**src/rtl/mem_access_ctrl.sv**
```systemverilog
// MEM-stage load/store sequencer: one op at a time over a req/ack bus, with lane steering and load extension.
// Optional MEM_ALIGN_EXC_EN: misaligned word/half ops skip the bus and raise exc_adel/exc_ades.
module mem_access_ctrl #(
  parameter int TIMEOUT_CYCLES = 15
) (
  input  logic        clk,
  input  logic        reset,
  input  logic        req_valid,
  input  logic        req_we,
  input  logic [2:0]  req_type,
  input  logic [31:0] req_addr,
  input  logic [31:0] req_wdata,
  output logic        stall,
  output logic [31:0] load_data,
  output logic        load_valid,
  output logic        err_timeout,
  output logic        exc_adel,
  output logic        exc_ades,
  output logic        bus_req,
  output logic        bus_we,
  output logic [31:0] bus_addr,
  output logic [3:0]  bus_be,
  output logic [31:0] bus_wdata,
  input  logic        bus_ack,
  input  logic [31:0] bus_rdata
);

  localparam logic [1:0] S_IDLE  = 2'd0;
  localparam logic [1:0] S_ISSUE = 2'd1;
  localparam logic [1:0] S_RESP  = 2'd2;
  localparam logic [7:0] CNT_LAST = 8'(TIMEOUT_CYCLES - 1);

  logic [1:0]  state_q, state_d;
  logic [7:0]  cnt_q, cnt_d;
  logic        we_q, we_d;
  logic [2:0]  type_q, type_d;
  logic [31:0] addr_q, addr_d;
  logic [31:0] wdata_q, wdata_d;
  logic [3:0]  be_q, be_d;
  logic        timeout_q, timeout_d;
  logic        misal_q, misal_d;
  logic [31:0] load_data_q, load_data_d;

  logic [3:0]  be_in;
  logic [31:0] wdata_in;
  logic        misal_in;
  logic [15:0] half_lane;
  logic [7:0]  byte_lane;
  logic [31:0] ext_data;

  always_comb begin
    be_in    = 4'b0000;
    wdata_in = req_wdata;
    case (req_type)
      3'd0: be_in = 4'b1111;
      3'd1, 3'd3: begin
        be_in    = req_addr[1] ? 4'b1100 : 4'b0011;
        wdata_in = {2{req_wdata[15:0]}};
      end
      3'd2, 3'd4: begin
        be_in    = 4'b0001 << req_addr[1:0];
        wdata_in = {4{req_wdata[7:0]}};
      end
      default: be_in = 4'b0000;
    endcase
  end

`ifdef MEM_ALIGN_EXC_EN
  assign misal_in = ((req_type == 3'd0) && (req_addr[1:0] != 2'b00)) ||
                    (((req_type == 3'd1) || (req_type == 3'd3)) && req_addr[0]);
`else
  assign misal_in = 1'b0;
`endif

  // Lane selection uses the latched address; bus_rdata only matters on the ack cycle.
  always_comb begin
    half_lane = addr_q[1] ? bus_rdata[31:16] : bus_rdata[15:0];
    case (addr_q[1:0])
      2'd0:    byte_lane = bus_rdata[7:0];
      2'd1:    byte_lane = bus_rdata[15:8];
      2'd2:    byte_lane = bus_rdata[23:16];
      default: byte_lane = bus_rdata[31:24];
    endcase
    case (type_q)
      3'd0:    ext_data = bus_rdata;
      3'd1:    ext_data = {{16{half_lane[15]}}, half_lane};
      3'd2:    ext_data = {{24{byte_lane[7]}}, byte_lane};
      3'd3:    ext_data = {16'h0000, half_lane};
      3'd4:    ext_data = {24'h000000, byte_lane};
      default: ext_data = 32'h0000_0000;
    endcase
  end

  always_comb begin
    state_d     = state_q;
    cnt_d       = cnt_q;
    we_d        = we_q;
    type_d      = type_q;
    addr_d      = addr_q;
    wdata_d     = wdata_q;
    be_d        = be_q;
    timeout_d   = timeout_q;
    misal_d     = misal_q;
    load_data_d = load_data_q;
    case (state_q)
      S_IDLE: begin
        if (req_valid) begin
          we_d      = req_we;
          type_d    = req_type;
          addr_d    = req_addr;
          wdata_d   = wdata_in;
          be_d      = be_in;
          cnt_d     = 8'd0;
          timeout_d = 1'b0;
          misal_d   = misal_in;
          if (misal_in) begin
            state_d     = S_RESP;
            load_data_d = 32'h0000_0000;
          end else begin
            state_d = S_ISSUE;
          end
        end
      end
      S_ISSUE: begin
        // An ack in the terminal-count cycle takes priority over the timeout.
        if (bus_ack) begin
          state_d     = S_RESP;
          load_data_d = we_q ? 32'h0000_0000 : ext_data;
        end else if (cnt_q == CNT_LAST) begin
          state_d     = S_RESP;
          timeout_d   = 1'b1;
          load_data_d = 32'h0000_0000;
        end else begin
          cnt_d = cnt_q + 8'd1;
        end
      end
      S_RESP:  state_d = S_IDLE;
      default: state_d = S_IDLE;
    endcase
  end

  always_ff @(posedge clk or posedge reset) begin
    if (reset) begin
      state_q     <= S_IDLE;
      cnt_q       <= 8'd0;
      we_q        <= 1'b0;
      type_q      <= 3'd0;
      addr_q      <= 32'h0000_0000;
      wdata_q     <= 32'h0000_0000;
      be_q        <= 4'b0000;
      timeout_q   <= 1'b0;
      misal_q     <= 1'b0;
      load_data_q <= 32'h0000_0000;
    end else begin
      state_q     <= state_d;
      cnt_q       <= cnt_d;
      we_q        <= we_d;
      type_q      <= type_d;
      addr_q      <= addr_d;
      wdata_q     <= wdata_d;
      be_q        <= be_d;
      timeout_q   <= timeout_d;
      misal_q     <= misal_d;
      load_data_q <= load_data_d;
    end
  end

  // Reset gates stall directly so the pipeline is released without waiting for a clock.
  assign stall       = req_valid & ~reset & (state_q != S_RESP);
  assign bus_req     = (state_q == S_ISSUE);
  assign bus_we      = bus_req & we_q;
  assign bus_addr    = {addr_q[31:2], 2'b00};
  assign bus_be      = be_q;
  assign bus_wdata   = wdata_q;
  assign load_data   = load_data_q;
  assign load_valid  = (state_q == S_RESP) & ~we_q & ~timeout_q & ~misal_q;
  assign err_timeout = (state_q == S_RESP) & timeout_q;

`ifdef MEM_ALIGN_EXC_EN
  assign exc_adel = (state_q == S_RESP) & misal_q & ~we_q;
  assign exc_ades = (state_q == S_RESP) & misal_q & we_q;
`else
  assign exc_adel = 1'b0;
  assign exc_ades = 1'b0;
`endif

endmodule
```
**config.mk**
```make
export PLATFORM = sky130hd
export DESIGN_NAME = mem_access_ctrl
export DESIGN_NICKNAME = d
export VERILOG_FILES = /design/src/rtl/mem_access_ctrl.sv
export SDC_FILE = /design/constraint.sdc
export NUM_CORES = 1
export LEC_CHECK = 0
export CORE_AREA = 2 2 134 136
export CTS_CLUSTER_DIAMETER = 30
export DETAILED_ROUTE_END_ITERATION = 7
export DIE_AREA = 0 0 136 138
export PLACE_DENSITY_LB_ADDON = 0.05
export RECOVER_POWER = 50
export SYNTH_ARGS = -nofsm -noshare
export SYNTH_HDL_FRONTEND = slang
export SYNTH_SLANG_ARGS = --single-unit
```
**constraint.sdc**
```tcl
create_clock -name clk -period 5.99 [get_ports clk]
set_input_delay 1.198 -clock clk [delete_from_list [all_inputs] [get_ports clk]]
set_output_delay 1.198 -clock clk [all_outputs]
set_load 0.05 [all_outputs]
```
==> reports/qor_table.md <==
| Stage | Result | Value |
| --- | --- | --- |
| status | Outcome | complete, but fails checks |
| status | Violations in the final reports | capacitance limit, slew limit |
| detailed routing | Count of antenna-violating nets left after detailed routing | 0 |
| layout | Storage element area | 2880 um2 |
| worst setup path | Nature of the critical path endpoint | primary output |
| global route | Total global routing track utilization | 0.186 |
| synthesis | Share of the synthesized area in the top cell type | 0.485 |
| worst setup path | Startpoint-to-endpoint class of the critical path | input port to primary output |
| timing | Summed negative setup slack over all endpoints | 0 ns |
| timing | Normalized max-slew margin | -0.941 |
| synthesis | Synthesized area divided by synthesized cell count | 9.16 um2 |
| placement | Routability congestion estimate | 0.828 |
| clock tree | CTS tree | yes |
| synthesis | Dominant synthesized flop cell | dfrtp_1 |
| clock tree | Worst-path clk slew | 0.05 ns |
| worst setup path | Worst reg2reg path depth | 6 |
| die | Initial cell density of the core | 0.338 |
| synthesis | Sequential fraction of the synthesis area | 0.485 |
| timing | Share of the clock period used by the worst path after layout | 0.756 |
| die | Io pins | 211 |
| detailed routing | Final routed DRC violation total | 0 |
| detailed routing | Number of vias per cell | 4.91 |
| pwr | Peak ir drop on the vdd network | 223 uV |
| clock tree | CTS Hold Bufs | 0 |
| synthesis | YS warnings | 0 |
| placement | Number of placed instances with taps included | 1016 |
| clock tree | CTS-repair resized insts | 0 |
| clock tree | Deepest clock path buffer count | 2 |
| timing | Slew at the pin with the worst max-slew slack | 2.88 ns |
| synthesis | Number of instances in the synthesized netlist | 647 |
| worst setup path | Startpoint of the worst-slack reg-to-reg timing path | cnt_q[0] |
| detailed routing | First drt pass iteration count | 5 |
| clock tree | Later-pin clock latency in the skew report | 0.41 ns |
| timing | RSZ-0062 raised after global routing | no |
| synthesis | Count of flip-flops with a built-in enable after synthesis | 0 |
| detailed routing | Initial DRC Count | 371 |
| detailed routing | Wire length per cell after detailed routing | 16.2 um |
| clock tree | Clock sink count | 115 |
| worst setup path | Required time of the critical path | 4.79 ns |
| run | MaxCap Viol Count | 3 |
| clock tree | Master cell of the clock root buffer | clkbuf_16 |
| layout | Filler-free cell count of the finished design | 1049 |
| pwr | Final Total Pwr | 3.99 mW |
| clock tree | Number of buffers inserted during clock tree synthesis | 17 |
| layout | Area added between synthesis and finish | 43.2% |
| timing | Setup violations, final | 0 |
| synthesis | Most area-consuming cells after synthesis | dfrtp_1 49%, nand2_1 10%, mux2i_1 5.7% |
| global route | Initial antenna violation count | 1 |
| die | Width of the die | 136 um |
| global route | Via count of the first global-routing pass | 5227 |
| worst setup path | Startpoint types | input port |
| die | Site Rows | 49 |
| worst setup path | Data arrival, critical path | 3.33 ns |
| layout | Number of inserted filler cells in the final layout | 1699 |
| die | Chip height | 138 um |
| layout | Fraction of layout cells with a size suffix above 1 | 0.0598 |
| global route | Pin count of the biggest net entering global routing | 94 |
| hold path | Number of cells on the worst hold path | 2 |
| synthesis | Most used standard cells in the synthesized netlist | 158 x nand2_1, 115 x dfrtp_1, 57 x o21ai_0, 36 x buf_4, 34 x mux2i_1 |
| global route | Global-route wire length before repair | 27400 um |
| placement | Port buffer count | 206 |
| worst setup path | Largest fanout on the critical path | 47 |
| synthesis | Area of the mapped netlist | 5930 um2 |
| layout | Multi-input gate area | 2540 um2 |
| worst setup path | Setup slack on the worst flop-to-flop path | 2.37 ns |
| pwr | Pleak | 3.84 nW |
| clock tree | Number of buffers inserted by post-CTS setup repair | 0 |
| timing | Final critical-path required period | 4.53 ns |
| clock tree | Number of H-tree levels | 4 |
| timing | Max Freq | 221 MHz |
| synthesis | Top-count cell post-synth | nand2_1 |
| synthesis | Fraction of registers with async set or reset after synthesis | 1.00 |
| global route | Remaining Overflow, GRT | 0 |
| layout | Layout Nets | 912 |
| hold path | Hold_sp | addr_q[17] |
| timing | Final count of hold timing violations | 0 |
| die | Overall die area | 18800 um2 |
| timing | Skew final | 0.00913 ns |
| synthesis | Cell type contributing the most total cell area after synthesis | dfrtp_1 |
| synthesis | Yosys reg bits | 115 |
| detailed routing | Final Routed Wirelength | 17000 um |
| synthesis | Yosys cell types | 57 |
| placement | Post-detailed-placement half-perimeter wirelength | 12200 um |
| hold path | Hold WC Path Type | flop to flop |
| timing | Max Transition Viols Final | 180 |
| worst setup path | Worst reg2reg endpoint | load_data[18] |
| detailed routing | Detailed-route via count | 5155 |
| die | Std-Cell Core Area | 17500 um2 |
| hold path | Hold-critical path endpoint | addr_q[17] |
| pwr | PwrDens | 470 nW/um2 |
[cell families (layout without fill, tap and decap cells)]
kind of cell / count (synthesis) / in the layout / synth area share
other: 1 / 5 / 0.000633
buffers and inverters: 100 / 269 / 0.0872
and+or+nand+nor: 217 / 217 / 0.157
muxes: 45 / 45 / 0.0789
adders and majority gates: 2 / 2 / 0.00422
AOI/OAI and AO/OA: 163 / 163 / 0.181
xor gates and xnor gates: 4 / 4 / 0.00591
DFF: 115 / 115 / 0.485
[worst max-delay path, stage by stage]
cell             delay, ns
dlygate4sd3_1         0.58
inv_4                 0.46
and3_1                0.28
clkdlybuf4s50_1       0.80
[power by group]
group | leakage, nW | total (mW) | internal [mW] | switching [mW]
registers | 1.46 | 1.17 | 1.00 | 0.170
clock network | 0.284 | 1.04 | 0.693 | 0.351
logic | 2.10 | 1.77 | 0.598 | 1.17
total | 3.84 | 3.99 | 2.29 | 1.69
[worst max path at each step]
| stage | end | slack (ns) | startpoint |
|---|---|---|---|
| floorplan | stall | 0.45 | reset |
| detailed placement | stall | 1.53 | reset |
| global route | stall | 1.30 | reset |
| finish | stall | 1.46 | reset |
| CTS | stall | 1.53 | reset |
| global placement | stall | 1.54 | reset |
[sequential cells by signal (all words and copies together), names as in the netlist]
name and count:
cnt_q 8, we_q 1, load_data 32, state_q 2, timeout_q 1, addr_q 32
type_q 3, bus_be 4, bus_wdata 32
[routing by layer]
layer	up-vias	routed length [um]	global-route usage
met5	-	0	0
met4	0	274	0.0647
met3	18	1360	0.0682
met2	160	7990	0.295
met1	2458	7390	0.233
li1	2519	-	-
[cell type report]
type                    count  area share
flip-flops and latches    115       0.339
multi-input cells         435       0.299
repair buffers            209       0.244
clock buffers              22      0.0523
well taps                 229      0.0337
clock inverters            10      0.0186
inverters                  28      0.0127
diodes                      1    0.000295
[through the flow]
stage | cell area (um2) | setup slack (ns) | utilization | hold slack (ns)
2_1_floorplan | 5940 | 0.450 | - | 0.447
3_3_place_gp | 7910 | 1.54 | 0.451 | 0.458
3_5_place_dp | 7910 | 1.53 | 0.451 | 0.462
4_1_cts | 8510 | 1.53 | 0.485 | 0.477
5_1_grt | 8490 | 1.30 | 0.484 | 0.486
6_report | 8490 | 1.46 | 0.484 | 0.468
[cells in the final DEF (no fill, tap or decap), types with 3 or more instances in the layout]
master and n:
o41ai_1 6, conb_1 4, and2_1 4, nand3_1 3, or4_1 3, clkinvlp_4 3, xnor2_1 3, mux2i_1 34
a21oi_1 13, clkdlybuf4s50_1 159, clkinv_2 3, nor2_1 26, a22o_1 26, o21ai_0 58, o211ai_1 3, o22ai_1 16
inv_1 25, mux2_2 9, clkbuf_1 6, a211oi_1 6, dfrtp_1 115, bufinv_16 4, o21ai_1 9, or2_2 4
nor2b_1 3, nand2_1 158, dlygate4sd3_1 46, clkbuf_16 17, o2bb2ai_1 7
Power figures use the tool's default switching activity.
